File: src/rtl/periph_reg_router.sv
// Register-bus router: decodes each request against a runtime rule table, forwards it
// to one slave and terminates misses, disabled slaves and hung accesses with an error.
module periph_reg_router #(
    parameter int NumSlaves     = 5,
    parameter int AddrWidth     = 64,
    parameter int DataWidth     = 32,
    parameter int TimeoutCycles = 256,
    parameter int ErrCntWidth   = 16
) (
    input  logic                           clk_i,
    input  logic                           rst_ni,
    input  logic [AddrWidth-1:0]           req_addr_i,
    input  logic                           req_write_i,
    input  logic [DataWidth-1:0]           req_wdata_i,
    input  logic [DataWidth/8-1:0]         req_wstrb_i,
    input  logic                           req_valid_i,
    output logic [DataWidth-1:0]           rsp_rdata_o,
    output logic                           rsp_error_o,
    output logic                           rsp_ready_o,
    output logic [AddrWidth-1:0]           slv_addr_o,
    output logic                           slv_write_o,
    output logic [DataWidth-1:0]           slv_wdata_o,
    output logic [DataWidth/8-1:0]         slv_wstrb_o,
    output logic [NumSlaves-1:0]           slv_valid_o,
    input  logic [NumSlaves*DataWidth-1:0] slv_rdata_i,
    input  logic [NumSlaves-1:0]           slv_error_i,
    input  logic [NumSlaves-1:0]           slv_ready_i,
    input  logic [NumSlaves*AddrWidth-1:0] rule_start_i,
    input  logic [NumSlaves*AddrWidth-1:0] rule_end_i,
    input  logic [NumSlaves-1:0]           slv_en_i,
    output logic                           busy_o,
    output logic                           timeout_o,
    output logic [ErrCntWidth-1:0]         err_cnt_o,
    input  logic                           err_cnt_clr_i
);

    localparam int IdxWidth = (NumSlaves > 1) ? $clog2(NumSlaves) : 1;
    localparam int TmoWidth = (TimeoutCycles > 1) ? $clog2(TimeoutCycles) : 1;

    typedef enum logic [1:0] {IDLE, FWD, RESP} state_e;

    state_e               state, state_next;
    logic                 hit;
    logic [IdxWidth-1:0]  hit_idx;
    logic [IdxWidth-1:0]  sel;
    logic [TmoWidth-1:0]  tmo_cnt;
    logic [DataWidth-1:0] rdata_arr [NumSlaves];
    logic                 sel_ready;
    logic                 expire;
    logic                 accept;
    logic                 miss;
    logic                 tmo_hit;
    logic                 err_inc;

    // Walk rules from the top down so the lowest matching index is the last one written.
    always_comb begin
        // NOTE: every combinational output gets a default first, so no path infers a latch.
        hit     = 1'b0;
        hit_idx = '0;
        for (int i = NumSlaves - 1; i >= 0; i--) begin
            if (slv_en_i[i] &&
                req_addr_i >= rule_start_i[i*AddrWidth +: AddrWidth] &&
                req_addr_i <  rule_end_i[i*AddrWidth +: AddrWidth]) begin
                hit     = 1'b1;
                hit_idx = IdxWidth'(i);
            end
        end
    end

    always_comb begin
        for (int i = 0; i < NumSlaves; i++) begin
            rdata_arr[i] = slv_rdata_i[i*DataWidth +: DataWidth];
        end
    end

    assign sel_ready = slv_ready_i[sel];
    assign expire    = (TimeoutCycles != 0) && (tmo_cnt == TmoWidth'(TimeoutCycles - 1));

    always_ff @(posedge clk_i or negedge rst_ni) begin
        // NOTE: sequential state uses non-blocking assignments so all flops update together.
        if (!rst_ni) state <= IDLE;
        else         state <= state_next;
    end

    always_comb begin
        state_next = state;
        case (state)
            IDLE:    if (req_valid_i) state_next = hit ? FWD : RESP;
            FWD:     if (sel_ready || expire) state_next = RESP;
            RESP:    state_next = IDLE;
            default: state_next = IDLE;
        endcase
    end

    // A slave response in the expiry cycle takes precedence over the timeout.
    always_comb begin
        accept  = (state == IDLE) && req_valid_i;
        miss    = accept && !hit;
        tmo_hit = (state == FWD) && !sel_ready && expire;
        err_inc = miss || tmo_hit;
    end

    always_ff @(posedge clk_i or negedge rst_ni) begin
        if (!rst_ni) begin
            rsp_rdata_o <= '0;
            rsp_error_o <= 1'b0;
            rsp_ready_o <= 1'b0;
            slv_addr_o  <= '0;
            slv_write_o <= 1'b0;
            slv_wdata_o <= '0;
            slv_wstrb_o <= '0;
            slv_valid_o <= '0;
            busy_o      <= 1'b0;
            timeout_o   <= 1'b0;
            err_cnt_o   <= '0;
            sel         <= '0;
            tmo_cnt     <= '0;
        end else begin
            rsp_ready_o <= 1'b0;
            timeout_o   <= 1'b0;
            busy_o      <= (state_next != IDLE);

            if (accept) begin
                slv_addr_o  <= req_addr_i;
                slv_write_o <= req_write_i;
                slv_wdata_o <= req_wdata_i;
                slv_wstrb_o <= req_wstrb_i;
                sel         <= hit_idx;
                tmo_cnt     <= '0;
                if (hit) begin
                    slv_valid_o <= NumSlaves'(1) << hit_idx;
                end else begin
                    rsp_ready_o <= 1'b1;
                    rsp_error_o <= 1'b1;
                    rsp_rdata_o <= '0;
                end
            end

            if (state == FWD) begin
                if (TimeoutCycles != 0) tmo_cnt <= tmo_cnt + 1'b1;
                if (sel_ready) begin
                    slv_valid_o <= '0;
                    rsp_ready_o <= 1'b1;
                    rsp_rdata_o <= rdata_arr[sel];
                    rsp_error_o <= slv_error_i[sel];
                end else if (expire) begin
                    slv_valid_o <= '0;
                    rsp_ready_o <= 1'b1;
                    rsp_error_o <= 1'b1;
                    rsp_rdata_o <= '0;
                    timeout_o   <= 1'b1;
                end
            end

            if (err_cnt_clr_i)                      err_cnt_o <= '0;
            else if (err_inc && (err_cnt_o != '1)) err_cnt_o <= err_cnt_o + 1'b1;
        end
    end

endmodule

File: config.mk
export PLATFORM = sky130hd
export DESIGN_NAME = periph_reg_router
export DESIGN_NICKNAME = d
export VERILOG_FILES = /design/src/rtl/periph_reg_router.sv
export SDC_FILE = /design/constraint.sdc
export NUM_CORES = 1
export LEC_CHECK = 0
export BUFFER_PORTS_ARGS = -buffer_cell sky130_fd_sc_hd__clkbuf_2
export CORE_AREA = 3 3 419 421
export CTS_CLUSTER_SIZE = 14
export DETAILED_ROUTE_END_ITERATION = 8
export DIE_AREA = 0 0 422 424
export PLACE_DENSITY_LB_ADDON = 0.25
export SYNTH_ARGS = -nofsm -noshare
export SYNTH_HDL_FRONTEND = slang
export SYNTH_SLANG_ARGS = --single-unit
File: constraint.sdc
create_clock -name clk_i -period 5.3 [get_ports clk_i]
set_clock_uncertainty 0.05 [all_clocks]
set_input_delay 0.795 -clock clk_i [delete_from_list [all_inputs] [get_ports clk_i]]
set_output_delay 0.795 -clock clk_i [all_outputs]
set_load 0.01 [all_outputs]
-- Word-level counts from Yosys, hierarchy flattened
Cells that the tools add are included.
- register bits after elaboration: 171
- input port bits: 920
- word-level logic and storage cells: 104
- output and inout bits: 158
- shift-type cells: 1
- bitwise operators: 1
- reductions and logical operators: 23
- multiplexer cells: 48
- add/sub/neg operators: 2
- equality and inequality tests: 3
- order comparisons: 12
- operators by type and width (cell ; count):
    64-bit greater-or-equal comparator ; 5
    64-bit < comparator ; 5
    32-bit 2-to-1 mux ; 7
    32-bit binary-select mux with 3-bit select ; 1
    16-bit 2-to-1 mux ; 2
    5-bit 2-to-1 mux ; 5
    1-bit 2-to-1 mux ; 20
    16-bit by 1-bit adder with 16-bit output, second input constant ; 1
    8-bit 2-to-1 mux ; 2
    16-bit inequality test, second input constant ; 1
    1-bit logical AND ; 15
    3-bit 2-to-1 mux ; 5
    8-bit by 1-bit adder with 8-bit output, second input constant ; 1
    8-bit == test, second input constant ; 1
    1-bit binary-select mux with 3-bit select ; 2
    2-bit 2-to-1 mux ; 3
    2-bit nonzero test ; 3
    1-bit by 3-bit << shifter with 5-bit output, first input constant ; 1
    4-bit greater-or-equal comparator, second input constant ; 1
    3-bit by 4-bit < comparator with 1-bit output, second input constant ; 1
    3-bit NOT with 4-bit output ; 1
    2-bit one-hot mux with 2 select lines ; 1
    2-bit by 1-bit == test with 1-bit output, second input constant ; 1
    1-bit logical NOT ; 2
    2 further kinds ; 3

-- Longest topological paths before layout
Gate-level depths: netlist of run 1.
- depth after elaboration: 14
- depth in mapped cells: 15
- mapped depth without buffers: 13

-- Worst setup path after synthesis of run 1
No wires, ideal clock.
- path kind: in2reg
- from: input req_addr_i[0]
- to: register err_cnt_o[9]
- data required time: 5.172 ns
- buffers on the path: 0
- setup slack: 1.445 ns
- arrival time: 3.727 ns
- stages on the path: 13
- path through: inv_1 > ha_1 > nand2b_1 > a2111oi_0 > nor4_1 > or4_1 > a221oi_1 > a31oi_1 > o2bb2ai_1 > nor2_4 > a41oi_4 > or4_1 > a21oi_1
- word-level cells in the longest chain between the ends: 13
- RTL lines (what ; line ; source):
    start, declared ; 12 ; input logic [AddrWidth-1:0] req_addr_i,
    64-bit greater-or-equal comparator ; 62 ; req_addr_i >= rule_start_i[i*AddrWidth +: AddrWidth] &&
    1-bit logical AND ; 61 ; if (slv_en_i[i] &&
    1-bit logical AND ; 62 ;
    1-bit 2-to-1 mux (4 in series) ; 61 ;
    1-bit 2-to-1 mux * ; 61 ;
    1-bit logical NOT * ; 98 ; miss = accept && !hit;
    1-bit logical AND * ; 98 ;
    1-bit logical OR * ; 100 ; err_inc = miss || tmo_hit;
    1-bit logical AND * ; 156 ; else if (err_inc && (err_cnt_o != '1)) err_cnt_o <= err_cnt_o + 1'b1;
    2-bit nonzero test (no line) * ; n/a ;
    end signal, assigned ; 156 ;
    end, declared ; 33 ; output logic [ErrCntWidth-1:0] err_cnt_o,
Mark *: on every way between the ends. The rest lies on a longest branch, timed or not.
A chain may end at the register's enable or synchronous reset.

-- Worst setup path after layout of run 1
- from: input req_addr_i[39]
- to: register err_cnt_o[9]
The elaborated chain is that of the path after synthesis.

==> reports/results.txt, run 1 <==
run status -> completed
relative max-transition margin -> 0.2225
worst-margin pin slew -> 1.156 ns
GRT Util Overall -> 0.1749
setup tns final -> 0 ns
Syn Nets -> 4596
Cell Pwr Density -> 235.7 nW/um2
Die W -> 422 um
Nets -> 5752
Slew Limit Fails -> 0
Crit. End Element -> flip-flop
CTS Hold Bufs -> 0
Mean Syn Cell Area -> 7.793 um2
main combinational cell family by area after synthesis -> adder cells
most frequent cells in the layout -> clkbuf_2 (1076), inv_1 (653), ha_1 (637), nand2_1 (468), a21oi_1 (208)
floorplan row count -> 152
Finished Layout Cells -> 6547
initial antenna violation count -> 50
Initial Util -> 0.1379
final setup violating endpoints -> 0
Seq. cell area -> 4280 um2
mux contribution to synthesized area -> 0.03318
Clock Tree Root -> clkbuf_16
H-tree depth -> 4
detailed placer's ending HPWL -> 145.0 mm
Cell variety after synth -> 70
RSZ-0062 raised after global routing -> no
Post-synth EDFFs -> 0
GRT overflow -> 0
synthesized cell area -> 23680 um2
Synth Flop Type -> dfrtp_1
routed len/inst -> 24.69 um
cts bufs inserted -> 17
slowest stage cell, crit path -> a2111oi_0
most common cell after layout, fill and taps aside -> clkbuf_2
period utilisation layout -> 0.9282
post-synthesis sequential area ratio -> 0.1807
Clock transition at path regs -> 0.09 ns
Initial DRC Count -> 1240
Syn-to-layout area delta -> 41.11%
Sink Count -> 171
vias in the first global route -> 27130
Adder-Cell Fraction of Synth Area -> 0.3365
share of layout cells above drive strength 1 -> 0.3035
core box area -> 171700 um2
first-pass GRT wire length -> 216.3 mm
die area -> 178900 um2
largest net degree at the start of global routing -> 104
GP Congestion -> 0.9823
Synth Area in Compound Gates -> 0.1753
top-level I/O count -> 1078
CTS max path bufs -> 2
Peak VDD IR -> 0.2008 mV
Routed WL -> 161.7 mm
max cap viols -> 0
Synth Register Bits -> 171
final count of hold timing violations -> 0
CTS tree -> built
Routed Antenna Nets -> 0
delay-heaviest family, CP -> compound AO/OA/AOI/OAI gates
simple-gate share of the synthesized area -> 0.1615
WP data arrival -> 5.32 ns
port buffer count -> 1077
yosys warns -> 0
Leak Pwr -> 0.01946 uW
placed insts -> 6484
Die Y -> 424 um
via-per-instance ratio -> 4.058
crit path max fanout -> 26
fill count -> 19610
Buf/Inv on CP -> 4
Worst Path Required -> 5.70 ns
Worst Path Class, Setup -> in -> reg
DRC violations left -> 0
Mapped Cells -> 3039
CP peak stage delay -> 0.52 ns
min cycle time layout -> 4.919 ns
Max Freq -> 203.3 MHz
Worst Setup Start Kind -> input port
fin util -> 0.1946
xor/xnor share of the synthesized area -> 0.0007396
Worst Hold Class -> in -> async
cell chain of the critical path -> clkbuf_2 -> ha_1 -> a2111oi_0 -> o221ai_1 -> o211ai_1 -> o211ai_1 -> buf_4 -> a211oi_2 -> a211o_1 -> a211oi_1 -> buf_12 -> nor2_4 -> a41oi_4 -> buf_12 -> or4_1 -> a21oi_1
ys async rst share -> 1.000
Multi-input gate area -> 16830 um2
vias -> 26570
Worst-Skew Late Latency -> 0.53 ns
1st-pass router iterations -> 6
==> worst reg2reg max path: cells and delay by family, from the launching register on <==
kind / cells / cell delay [ns]
AND/OR/NAND/NOR: 3 / 0.90
flip-flops: 1 / 0.75
multiplexers: 1 / 0.62
AO/OA/AOI/OAI: 3 / 0.56
buffers and inverters: 1 / 0.22
==> layer usage <==
layer	wire [um]	vias to the layer above	global-route usage	part of all wire
li1	-	12890	-	-
met4	4570	4	0.06223	0.028
met3	6545	163	0.02400	0.040
met1	61760	12630	0.1925	0.38
met2	88750	880	0.3383	0.55
met5	27	-	0	0.00017
==> power breakdown <==
group | switching [uW] | total, uW | internal (uW)
clock network | 761 | 1450 | 689
registers | 321 | 2110 | 1790
logic | 2670 | 4320 | 1650
==> cell usage after synthesis (all sizes together), types with 15 or more instances <==
cell type | count | area, um2
a2111oi | 20 | 181.4
a211oi | 35 | 262.8
a21o | 96 | 720.7
a21oi | 208 | 1041
a22oi | 35 | 262.8
clkbuf | 39 | 146.4
dfrtp | 171 | 4279
ha | 637 | 7970
inv | 654 | 2455
mux4 | 34 | 765.7
nand2 | 469 | 1760
nand3 | 62 | 310.3
nand4 | 102 | 644.4
nor2 | 78 | 300.3
nor2b | 15 | 93.84
nor3 | 26 | 135.1
nor4 | 17 | 112.6
o211ai | 19 | 142.6
o21ai | 146 | 730.7
==> per-stage QoR <==
stage | power (uW) | instance area [um2] | setup slack (ns) | hold WS (ns)
after floorplan | 4218 | 23680 | 1.445 | 0.3984
after global placement | 6574 | 32700 | -1.508 | 0.4083
after detailed placement | 6581 | 32700 | -1.507 | 0.4121
after CTS | 8132 | 33330 | 0.1054 | 0.2094
after global routing | 8574 | 33400 | 0.06880 | 0.2346
final | 7878 | 33420 | 0.3806 | 0.2138
==> path summary, 6_finish.rpt <==
path | slack [ns] | endpoint | cells past startpoint | from
max in group asynchronous | 3.78 | sel[0] | 2 | rst_ni
hold / removal | 0.21 | slv_wstrb_o[1] | 1 | rst_ni
setup / recovery | 0.38 | err_cnt_o[9] | 16 | req_addr_i[39]
setup reg to reg | 2.12 | err_cnt_o[9] | 8 | sel[0]
min in group clk_i | 0.40 | slv_wdata_o[25] | 3 | req_wdata_i[25]
hold reg to reg | 0.43 | slv_addr_o[17] | 2 | slv_addr_o[17]
==> cells by family after synthesis <==
kind of cell / after synthesis
muxes: 36
AOI/OAI and AO/OA: 655
xor gates and xnor gates: 2
adders and majority gates: 637
buffers and inverters: 702
and+or+nand+nor: 836
DFF: 171
==> what timing repair did <==
item                       4_1_cts  5_1_grt
pin swaps                        1        0
resized for setup                1        1
setup endpoints to repair       58        2
buffers inserted                 2        0
==> state kept, by name, summed over array words and instances, names as in the netlist <==
| signal | flops |
|---|---|
| slv_wdata_o | 32 |
| rsp_error_o | 1 |
| state | 2 |
| timeout_o | 1 |
| busy_o | 1 |
| slv_wstrb_o | 4 |
| err_cnt_o | 16 |
| slv_valid_o | 5 |
| slv_addr_o | 64 |
| slv_write_o | 1 |
| tmo_cnt | 8 |
| rsp_ready_o | 1 |
| sel | 3 |
| rsp_rdata_o | 32 |
==> cell type report <==
type,count,share of cell area
multi-input combinational,2166,0.5035
timing repair buffer,1185,0.1881
sequential,171,0.1281
tap,2310,0.08649
inverter,654,0.07346
clock buffer,18,0.01314
clock inverter,14,0.005092
antenna,29,0.002172
No activity file was read; power rests on OpenSTA's default activity.
==> run 2, diff against run 1 <==
ABC_AREA = 1   (was not set)
CORE_AREA = 3 3 418 420   (was 3 3 419 421)
DIE_AREA = 0 0 421 423   (was 0 0 422 424)
==> run 2 against run 1 <==
Net effect: clock power is 6% higher; register-to-register slack got worse by 0.48 ns; die area shrank 0.47%; fmax is 28% higher; combinational power increased by 11%.
==> reports/results.txt, run 2 <==
final count of hold timing violations -> 0 (unchanged)
routed len/inst -> 21.19 um (-14%)
Synth Flop Type -> dfrtp_1
GRT Util Overall -> 0.1651 (-0.009800)
CP Capture Point -> err_cnt_o[4]
final setup violating endpoints -> 0 (unchanged)
first-pass GRT wire length -> 211.1 mm (-2.4%)
floorplan row count -> 152 (unchanged)
Die Y -> 423 um (-0.24%)
vias in the first global route -> 28810 (+6.2%)
Clock transition at path regs -> 0.09 ns (about the same)
Reg2Reg Setup Slack -> 1.64 ns (-0.48 ns)
GRT overflow -> 0 (unchanged)
Worst Path Class, Setup -> in -> reg
Peak VDD IR -> 0.2677 mV (+33%)
worst hold margin -> 0.3079 ns (+0.09416 ns)
most frequent cells in the layout -> clkbuf_2 (1076), nand2_1 (891), inv_1 (782), ha_1 (637), a21oi_1 (337)
worst-margin pin slew -> 1.132 ns (-0.02377 ns)
Finished Layout Cells -> 7159 (+9.3%)
Initial Util -> 0.1458 (+0.007915)
Worst Setup Start Kind -> input port
detailed placer's ending HPWL -> 131.7 mm (-9.2%)
Synth Register Bits -> 171 (unchanged)
vias -> 28460 (+7.1%)
top-count cell post-synth -> nand2_1
yosys warns -> 0 (unchanged)
Worst-Skew Late Latency -> 0.51 ns (-0.02 ns)
CTS max path bufs -> 2 (unchanged)
Nets -> 6370 (+11%)
Slew Limit Fails -> 0 (unchanged)
Syn-to-layout area delta -> 36.32%
period utilisation layout -> 0.7240 (-0.2042)
port buffer count -> 1077 (unchanged)
cts bufs inserted -> 17 (unchanged)
share of layout cells above drive strength 1 -> 0.2478 (-0.05565)
DRC violations left -> 0 (unchanged)
Most flops, register -> slv_addr_o
1st-pass router iterations -> 5 (-1)
fin util -> 0.1988 (+0.004185)
Synth top cells by count -> nand2_1 (891), inv_1 (784), ha_1 (637), a21oi_1 (337), nor2_1 (279)
via-per-instance ratio -> 3.975 (-2.0%)
CP startpoint -> req_addr_i[37]
max reg flops -> 64 (unchanged)
Sink Count -> 171 (unchanged)
run status -> completed
Cell Pwr Density -> 249.2 nW/um2 (+5.7%)
ys async rst share -> 1.000 (unchanged)
Worst Path Required -> 5.70 ns (about the same)
met2 Use GR -> 0.2967 (-0.04167)
Mapped Cells -> 3744 (+23%)
Cell variety after synth -> 48 (-31%)
synthesized cell area -> 24990 um2 (+5.5%)
post-synth top area share -> 0.3190 (-0.01756)
Largest regs -> slv_addr_o: 64 flops, rsp_rdata_o: 32 flops, slv_wdata_o: 32 flops
GP Congestion -> 0.9550 (-2.8%)
setup tns final -> 0 ns (unchanged)
min cycle time layout -> 3.837 ns (-1.082 ns)
Die W -> 421 um (-0.24%)
RR Endpoint -> rsp_error_o
Setup Fix Bufs, Post-CTS -> 0 (-2)
placed insts -> 7104 (+9.6%)
cell taking the most area after synthesis -> ha_1
WP data arrival -> 4.24 ns (-1.08 ns)
RSZ-0062 raised after global routing -> no
largest net degree at the start of global routing -> 91 (-13%)
top-level I/O count -> 1078 (unchanged)
relative max-transition margin -> 0.2446 (+0.02212)
H-tree depth -> 4 (unchanged)
routing usage on met3 -> 0.02926 (+0.005257)
Leak Pwr -> 0.02052 uW (+5.4%)
max cap viols -> 0 (unchanged)
Syn Nets -> 5301 (+15%)
Post-synth EDFFs -> 0 (unchanged)
Worst Hold Class -> in -> async
Routed Antenna Nets -> 0 (unchanged)
Clock Tree Root -> clkbuf_16
Mean Syn Cell Area -> 6.674 um2 (-14%)
Total Power -> 8487 uW (+7.7%)
initial antenna violation count -> 55 (+10%)
FF-to-FF Start -> sel[0]
met1 Resource Use GR -> 0.2025 (+0.01002)
Initial DRC Count -> 1536 (+24%)
busiest layer in global routing -> met2
top post-synthesis cells by area -> ha_1 (32%), dfrtp_1 (17%), nand2_1 (13%)
cell count of the worst reg-to-reg path -> 11 (+3)
crit path max fanout -> 17 (-35%)
cts repair resizes -> 0 (-1)
Max Freq -> 260.6 MHz (+28%)
die area -> 178100 um2 (-0.47%)
Routed WL -> 151.7 mm (-6.2%)
CTS Hold Bufs -> 0 (unchanged)
most common cell after layout, fill and taps aside -> clkbuf_2
post-synthesis sequential area ratio -> 0.1713 (-0.009428)
CTS tree -> built
core box area -> 171400 um2 (-0.22%)
Crit. End Element -> flip-flop
## run 2: changes by cell type in the layout (fill, tap and decap cells not counted), moves of 59 or more
cell     change
a21o_1      -92
a21oi_1    +129
buf_4       -59
inv_1      +129
nand2_1    +423
nor2_1     +201
## run 2: stage by stage
| stage | setup slack [ns] | instance area [um2] |
|---|---|---|
| after floorplan | 2.549 | 24990 |
| after global placement | 0.2420 | 33340 |
| after detailed placement | 0.6882 | 33370 |
| after CTS | 1.270 | 34000 |
| after global routing | 1.155 | 34050 |
| final | 1.463 | 34060 |
## run 2: critical path: stages
cell and delay, ns:
clkbuf_2 0.31, ha_1 0.42, nand2_1 0.08, nor4_1 0.75, buf_4 0.24, nand2_1 0.05, nor2_1 0.24, nand3_1 0.11
nand3_1 0.14, nand3_2 0.19, nand3_4 0.22, nand2_4 0.17, nand2_4 0.25, nand3_1 0.12, nand2_1 0.11
## run 2: cell families (layout without fill, tap and decap cells)
kind of cell / after synthesis / after routing / share of synthesized area
AO/OA/AOI/OAI: 626 / 626 / 0.1356
AND/OR/NAND/NOR: 1431 / 1431 / 0.2387
adder cells (fa/ha/maj): 637 / 637 / 0.3190
buffers and inverters: 865 / 1947 / 0.1306
flip-flops: 171 / 171 / 0.1713
other: 0 / 23 / 0
XOR/XNOR: 14 / 14 / 0.004907
## run 2: area by class of cell
cell class                 instances  area (um2)
clock buffer                      18       439.2
sequential                       171        4280
inverter                         794        2985
clock inverter                    14       198.9
fill                           19760      137300
multi-input combinational       2708       17480
timing repair buffer            1121        5734
antenna                           23       57.56
tap                             2310        2890
## run 2: how the worst min path moves through the flow
stage          cells past startpoint               to
2_1_floorplan                      1       tmo_cnt[0]
3_3_place_gp                       2  slv_wdata_o[24]
3_5_place_dp                       2  slv_wdata_o[10]
4_1_cts                            1     err_cnt_o[6]
5_1_grt                            1     err_cnt_o[7]
6_report                           1     err_cnt_o[6]
## run 2: report_power, final
group / switching [uW] / internal (uW) / total [uW] / leakage [uW]
Sequential: 353 / 1830 / 2180 / 0.00218
Combinational: 3190 / 1590 / 4780 / 0.0180
Clock: 793 / 738 / 1530 / 0.000307
Total: 4330 / 4150 / 8490 / 0.0205
## run 2: per-layer routing
metal  up-vias  wire, um
met1     13180     64960
met5         -       101
li1      14300         -
met3       158      6926
met4        14      3599
met2       805     76100
